<file path="src/rtl/post_adder_carryout.sv">
// 48-bit post-adder with accumulator feedback, carry/borrow out, a saturating carry-event
// counter and sticky flag. PREG/CARRYOUTREG select registered or combinational result paths.
module post_adder_carryout #(
    parameter int PREG        = 1,
    parameter int CARRYOUTREG = 1
) (
    input  logic        CLK,
    input  logic        RSTP_N,
    input  logic        CEP,
    input  logic        CECARRYOUT,
    input  logic [47:0] X,
    input  logic [47:0] Z,
    input  logic        CIN,
    input  logic        SUB,
    input  logic        ACCUM,
    input  logic        VALID_IN,
    input  logic        CLR_CNT,
    output logic [47:0] P,
    output logic [47:0] PCOUT,
    output logic        CARRYOUT,
    output logic        CARRYOUTF,
    output logic        VALID_OUT,
    output logic [7:0]  CARRY_CNT,
    output logic        OVF_STICKY
);

    logic [47:0] r_acc;
    logic        r_cout;
    logic        r_valid;
    logic [7:0]  r_cnt;
    logic        r_sticky;

    logic [47:0] w_zsel;
    logic [48:0] w_rhs;
    logic [48:0] w_sum;
    logic        w_evt;
    logic [7:0]  w_cnt_nxt;
    logic        w_sticky_nxt;

    // Operand select and 49-bit add/subtract; bit 48 is carry on add, borrow on subtract.
    always_comb begin
        w_zsel = Z;
        w_rhs  = {1'b0, X} + {48'd0, CIN};
        w_sum  = 49'd0;
        if (ACCUM) begin
            w_zsel = r_acc;
        end else begin
            w_zsel = Z;
        end
        if (SUB) begin
            w_sum = {1'b0, w_zsel} - w_rhs;
        end else begin
            w_sum = {1'b0, w_zsel} + w_rhs;
        end
    end

    assign w_evt = CECARRYOUT & w_sum[48] & VALID_IN;

    // Carry counter / sticky next state: a clear coincident with an event restarts at one.
    always_comb begin
        w_cnt_nxt    = r_cnt;
        w_sticky_nxt = r_sticky;
        if (CLR_CNT) begin
            w_cnt_nxt    = w_evt ? 8'd1 : 8'd0;
            w_sticky_nxt = w_evt;
        end else if (w_evt) begin
            w_cnt_nxt    = (r_cnt == 8'hFF) ? 8'hFF : (r_cnt + 8'd1);
            w_sticky_nxt = 1'b1;
        end else begin
            w_cnt_nxt    = r_cnt;
            w_sticky_nxt = r_sticky;
        end
    end

    // Accumulator and valid pipe, enabled by CEP.
    always_ff @(posedge CLK) begin
        if (!RSTP_N) begin
            r_acc   <= 48'd0;
            r_valid <= 1'b0;
        end else if (CEP) begin
            r_acc   <= w_sum[47:0];
            r_valid <= VALID_IN;
        end else begin
            r_acc   <= r_acc;
            r_valid <= r_valid;
        end
    end

    // Carry-out register, counter and sticky flag, enabled by CECARRYOUT.
    always_ff @(posedge CLK) begin
        if (!RSTP_N) begin
            r_cout   <= 1'b0;
            r_cnt    <= 8'd0;
            r_sticky <= 1'b0;
        end else begin
            r_cnt    <= w_cnt_nxt;
            r_sticky <= w_sticky_nxt;
            if (CECARRYOUT) begin
                r_cout <= w_sum[48];
            end else begin
                r_cout <= r_cout;
            end
        end
    end

    // Output path selection between registered and combinational results.
    always_comb begin
        P         = w_sum[47:0];
        VALID_OUT = VALID_IN;
        CARRYOUT  = w_sum[48];
        if (PREG != 0) begin
            P         = r_acc;
            VALID_OUT = r_valid;
        end else begin
            P         = w_sum[47:0];
            VALID_OUT = VALID_IN;
        end
        if (CARRYOUTREG != 0) begin
            CARRYOUT = r_cout;
        end else begin
            CARRYOUT = w_sum[48];
        end
    end

    assign PCOUT      = P;
    assign CARRYOUTF  = CARRYOUT;
    assign CARRY_CNT  = r_cnt;
    assign OVF_STICKY = r_sticky;

endmodule

</file>
<file path="config.mk">
export PLATFORM = sky130hd
export DESIGN_NAME = post_adder_carryout
export DESIGN_NICKNAME = d
export VERILOG_FILES = /design/src/rtl/post_adder_carryout.sv
export SDC_FILE = /design/constraint.sdc
export NUM_CORES = 1
export LEC_CHECK = 0
export CAP_MARGIN = 25
export CORE_MARGIN = 2
export CORE_UTILIZATION = 35
export DETAILED_ROUTE_END_ITERATION = 8
export GPL_ROUTABILITY_DRIVEN = 0
export GPL_TIMING_DRIVEN = 0
export HOLD_SLACK_MARGIN = 0.03
export PLACE_DENSITY = 0.64
export SLEW_MARGIN = 25
export SYNTH_ARGS = -nofsm -noshare
export SYNTH_HDL_FRONTEND = slang
export SYNTH_SLANG_ARGS = --single-unit
</file>
<file path="constraint.sdc">
create_clock -name CLK -period 6 [get_ports CLK]
set_input_delay 0.6 -clock CLK [delete_from_list [all_inputs] [get_ports CLK]]
set_output_delay 0.6 -clock CLK [all_outputs]
set_load 0.03 [all_outputs]
</file>
After elaboration in Yosys (flattened, before gate mapping)
Index checks and enable logic that the tools add are counted.

cells by class
  bitwise operators = 2
  multiplexer cells = 8
  shift-type cells = 0
  reduce and logical (&&, ||, !) cells = 1
  $mul = 0
  equal/unequal tests = 1
  add/subtract/negate cells = 4
  magnitude comparators = 0
  div/mod/pow operators = 0

operators with widths
  kind                                                            count
  48-bit by 1-bit adder with 49-bit output                        1
  48-bit by 49-bit adder with 49-bit output                       1
  49-bit 2-to-1 mux                                               1
  48-bit by 49-bit subtractor with 49-bit output                  1
  48-bit 2-to-1 mux                                               1
  8-bit 2-to-1 mux                                                3
  8-bit by 1-bit adder with 8-bit output (second input constant)  1
  8-bit equality test (second input constant)                     1
  1-bit 2-to-1 mux                                                3
  1-bit AND                                                       2
  2-bit nonzero test                                              1

word-level totals
  bits in latches = 0
  register bits after elaboration = 59
  output and inout port bits = 108
  bits in read-only memories = 0
  memories = 0
  bits of input ports = 105
  memory bits (writable) = 0
  word-level logic and storage cells = 21

Longest topological paths before layout
  depth after elaboration = 7
  depth in mapped cells = 30
  gate-level depth less buffers = 26

Worst setup path before layout
No wires, ideal clock.

  path kind = input to register
  from = input port X[0]
  to = register r_cnt[7], in the netlist CARRY_CNT[7]
  setup slack = 355 ps
  arrival = 5503 ps
  buffers on the path = 3
  setup time = 142 ps
  required time = 5858 ps
  stages = 28
  cells stage by stage = ha_1 -> ha_1 -> buf_2 -> and4_1 -> buf_2 -> nand4_1 -> nor2_1 -> xnor2_1 -> nand4_1 -> nor2_1 -> nand2_1 -> nor3_1 -> a21oi_1 -> xor2_1 -> ha_1 -> a21o_1 -> a21o_1 -> a21oi_1 -> a21boi_0 -> o221ai_1 -> a31oi_1 -> o21ai_0 -> a31o_2 -> xnor2_1 -> and3_1 -> buf_2 -> nor4bb_1 -> a211oi_1

on the way
  word-level cells in the longest chain between the ends = 6
  elaborated cells between the ends (all ways) = 7
  those cells by class = add/sub (3); mux (1); bitwise (2); reduce/logical (1)

ends and longest elaborated chain
  what                                                                                                         RTL line  RTL
  start, declared                                                                                              11        input logic [47:0] X,
  48-bit by 1-bit adder with 49-bit output (*)                                                                 43        w_rhs = {1'b0, X} + {48'd0, CIN};
  48-bit by 49-bit adder with 49-bit output or 48-bit by 49-bit subtractor with 49-bit output (tied branches)  53, 51
  49-bit 2-to-1 mux (*)                                                                                        50        if (SUB) begin
  1-bit AND (*) (2 in a row)                                                                                   57        assign w_evt = CECARRYOUT & w_sum[48] & VALID_IN;
  2-bit nonzero test (no line) (*)                                                                             n/a
  end signal, assigned                                                                                         96        r_cnt <= w_cnt_nxt;
  end, declared                                                                                                30        logic [7:0] r_cnt;

Every way passes the cells marked *; elsewhere a longest branch is shown, timed or not.
A chain may end at the register's enable or synchronous reset.

Worst setup path in the final report
  from = input port SUB
  to = register r_cnt[1], in the netlist CARRY_CNT[1]

on the way
  word-level cells in the longest chain between the ends = 4

ends and longest elaborated chain
  what                          RTL line  RTL
  start, declared               14        input logic SUB,
  49-bit 2-to-1 mux             50
  1-bit AND (2 in a row)        57
  2-bit nonzero test (no line)  n/a

Every way passes these cells.

==> key figures <==
Outcome
  • Status: finished, final reports clean

Timing
  • Clk_skew: 0.0157 ns
  • Tmin final: around 6.0 ns
  • Max-slew headroom: between 30% and 40%
  • Max Freq: 168 MHz
  • Final hold violation count: 0
  • Period utilisation layout: 99.2%
  • Pins over their slew limit: 0
  • Crit path setup slack, layout: roughly 0.046 ns
  • Setup violators final: 0
  • Setup TNS: 0 ns
  • Worst Tran Pin Value: 0.931 ns
  • Final hold slack: approximately 0.50 ns

Floorplan
  • Die area: roughly 0.025 mm2
  • Chip height: 157 um
  • IO Count: 213
  • Die W: around 160 um
  • # rows: 56
  • CORE AREA: 0.0233 mm2
  • Initial core utilization: between 30 and 40%

Power
  • Leak pwr: just under 5 nW
  • P per Cell Area: between 200 and 300 mW/mm2
  • VDD IR-drop max: around 0.00012 V
  • Power Total: about 3 mW

Clock network
  • Clock slew at reported path FFs: about 0.060 ns
  • H-tree depth: 3
  • CTS buffer count: 9
  • Clock buffer depth: 2
  • Clk sinks: 59
  • Worst-Skew Late Latency: about 0.36 ns
  • CTS Root Cell: clkbuf_16
  • CTS tree: yes

Critical path
  • Arr. time, crit path: around 6.2 ns
  • Critical path class: in2reg
  • Buf+Inv Stages, Crit Path: 5
  • Cell chain of the critical path: clkdlybuf4s50_1 > clkbuf_1 > buf_1 > a21oi_1 > xnor2_1 > ha_1 > o21ai_0 > o21ai_0 > a41oi_1 > a21o_1 > o31ai_4 > a31oi_4 > o21ai_2 > a31o_4 > xnor2_4 > and3_4 > buf_6 > buf_8 > nor2_1 > a311oi_2
  • CP required: 6.27 ns
  • Worst path max stage delay: slightly below 0.8 ns
  • Crit-path leading delay family: compound AO/OA/AOI/OAI gates
  • CP Capture Type: flip-flop
  • CP Launch Type: input pin
  • Max FO, Critical Path: 10
  • Crit path max-delay cell type: clkdlybuf4s50_1
  • Crit path top cell by count: o21ai_0

Detailed routing
  • DRC: 0
  • Final WL: 28500 um
  • Initial DRC count: around 650
  • Via-to-Cell Ratio: around 5.4
  • Initial DRT Pass Iterations: 5
  • Drt wl/cell: 17.1 um
  • Via count of the routed design: slightly below 9000
  • DRT antenna net count: 0

Global route
  • Largest net degree at the start of global routing: 13
  • Total GRT Usage: roughly 22%
  • Global-route wire length before repair: 43200 um
  • Gr ovfl total: 0
  • Initial antenna violation count: 3
  • Vias in the first global route: just over 8000

Logic synthesis
  • Post-synthesis sequential element count: 59
  • Cells after Synth: 1092
  • Ys async rst share: 0%
  • Post-synth EDFFs: 0
  • Mapped Area: approximately 0.0082 mm2
  • Synth Flop Type: dfxtp_1
  • Synth Warn #: 0
  • Netlist cell types: 60
  • Syn nets: ~1300
  • Seq/Total Area, Yosys: between 10% and 20%
  • Synth Area per Inst: between 7 and 8 um2

Layout
  • Fill count: roughly 2300
  • Commonest non-fill, non-tap cell in the layout: clkdlybuf4s50_1
  • Area delta synth->final: 42.7%
  • Most frequent cells in the layout: 196 x clkdlybuf4s50_1, 102 x nor2_1, 89 x buf_4
  • Fin util: about half
  • Share of cells above drive strength 1: 18.5%
  • Fin nets: 1499

Worst hold path
  • Hold Crit Class: reg2reg

Placed design
  • Place WS: -1.64 ns
  • Port Buffer Count: ~200
  • HPWL Detailed: between 20000 and 25000 um

Run
  • MaxCap Viol Count: 0
[cells by family (layout without fill, tap and decap cells)]
family	after synthesis	count (layout)	synth area share, %
flip-flops	59	59	14.4
XOR/XNOR	136	136	14.5
AND/OR/NAND/NOR	365	365	22.8
buffers and inverters	132	385	8.67
multiplexers	90	90	11.7
other	0	2	0
adder cells (fa/ha/maj)	54	54	8.30
AO/OA/AOI/OAI	256	256	19.8
[flip-flops by register name (all words and copies together) (netlist names)]
name / count
VALID_OUT: 1
OVF_STICKY: 1
CARRY_CNT: 8
CARRYOUT: 1
P: 48
[what timing repair did]
action,4_1_cts,5_1_grt
resized for setup,53,61
setup buffers,26,14
hold buffers,0,0
cloned,0,0
setup endpoints to repair,18,17
pin swaps,29,26
[final cells by class]
| cell class | instances | area, um2 | area share [%] |
|---|---|---|---|
| Clock inverter | 7 | 77.6 | 0.661 |
| Tap cell | 319 | 399 | 3.40 |
| Antenna cell | 2 | 5.00 | 0.0426 |
| Clock buffer | 9 | 225 | 1.92 |
| Sequential cell | 59 | 1180 | 10.1 |
| Buffer | 94 | 597 | 5.08 |
| Inverter | 32 | 120 | 1.02 |
| Timing Repair Buffer | 243 | 2350 | 20.0 |
| Multi-Input combinational cell | 901 | 6790 | 57.8 |
[worst paths after layout]
| kind | from | endpoint | slack (ns) | cells after the start |
|---|---|---|---|---|
| hold reg to reg | OVF_STICKY$_SDFFE_PN0P_ | OVF_STICKY$_SDFFE_PN0P_ | 0.50 | 2 |
| hold / removal | OVF_STICKY$_SDFFE_PN0P_ | OVF_STICKY$_SDFFE_PN0P_ | 0.50 | 2 |
| setup / recovery | SUB | CARRY_CNT[1]$_SDFFE_PN0P_ | 0.05 | 20 |
| setup reg to reg | P[0]$_SDFFE_PN0P_ | CARRY_CNT[1]$_SDFFE_PN0P_ | 1.74 | 18 |
[report_power, final]
part	internal, mW	switching, mW
combinational	0.878	1.02
sequential	0.466	0.0757
clock	0.325	0.234
total	1.67	1.33
[worst reg2reg max path: cells and delay by family (launching register included)]
family	cells	cell delay, ns
XOR/XNOR	1	0.23
adder cells (fa/ha/maj)	2	0.62
AO/OA/AOI/OAI	9	2.23
multiplexers	1	0.16
flip-flops	1	0.34
buffers and inverters	3	0.30
AND/OR/NAND/NOR	2	0.28
[metal layers]
layer / track usage (%) / wire length [um] / vias up
met4: 6.97 / 616 / 0
met3: 3.14 / 1570 / 35
met5: 0 / 0 / -
met2: 36.1 / 13500 / 285
met1: 29.7 / 12800 / 4202
li1: - / - / 4426
[cells in the mapped netlist (all sizes together), types with 4 or more instances]
library cell | number | share of area [%]
a211oi | 16 | 1.5
a21boi | 5 | 0.46
a21o | 38 | 3.5
a21oi | 87 | 5.3
a311oi | 4 | 0.43
a31oi | 19 | 1.4
a41oi | 7 | 0.74
and2 | 13 | 0.99
and3 | 27 | 2.1
and4 | 14 | 1.5
buf | 68 | 5.7
clkbuf | 32 | 1.5
dfxtp | 59 | 14
ha | 53 | 8.1
inv | 32 | 1.5
mux2 | 47 | 6.4
mux2i | 43 | 5.2
nand2 | 58 | 2.6
nand2b | 6 | 0.46
nand3 | 43 | 2.6
nand4 | 25 | 2.2
nor2 | 114 | 5.2
nor2b | 8 | 0.61
nor3 | 25 | 1.5
nor3b | 4 | 0.36
nor4 | 18 | 1.5
o21a | 4 | 0.36
o21ai | 36 | 2.2
o21bai | 12 | 1.1
o31ai | 5 | 0.46
xnor2 | 83 | 8.8
xor2 | 53 | 5.6
[stage by stage]
step           std cells  area (um2)
3_3_place_gp        1614       10700
2_1_floorplan       1092        8230
4_1_cts             1654       11400
3_5_place_dp        1614       10700
5_1_grt             1666       11700
6_report            1666       11700
Power figures use the tool's default switching activity.
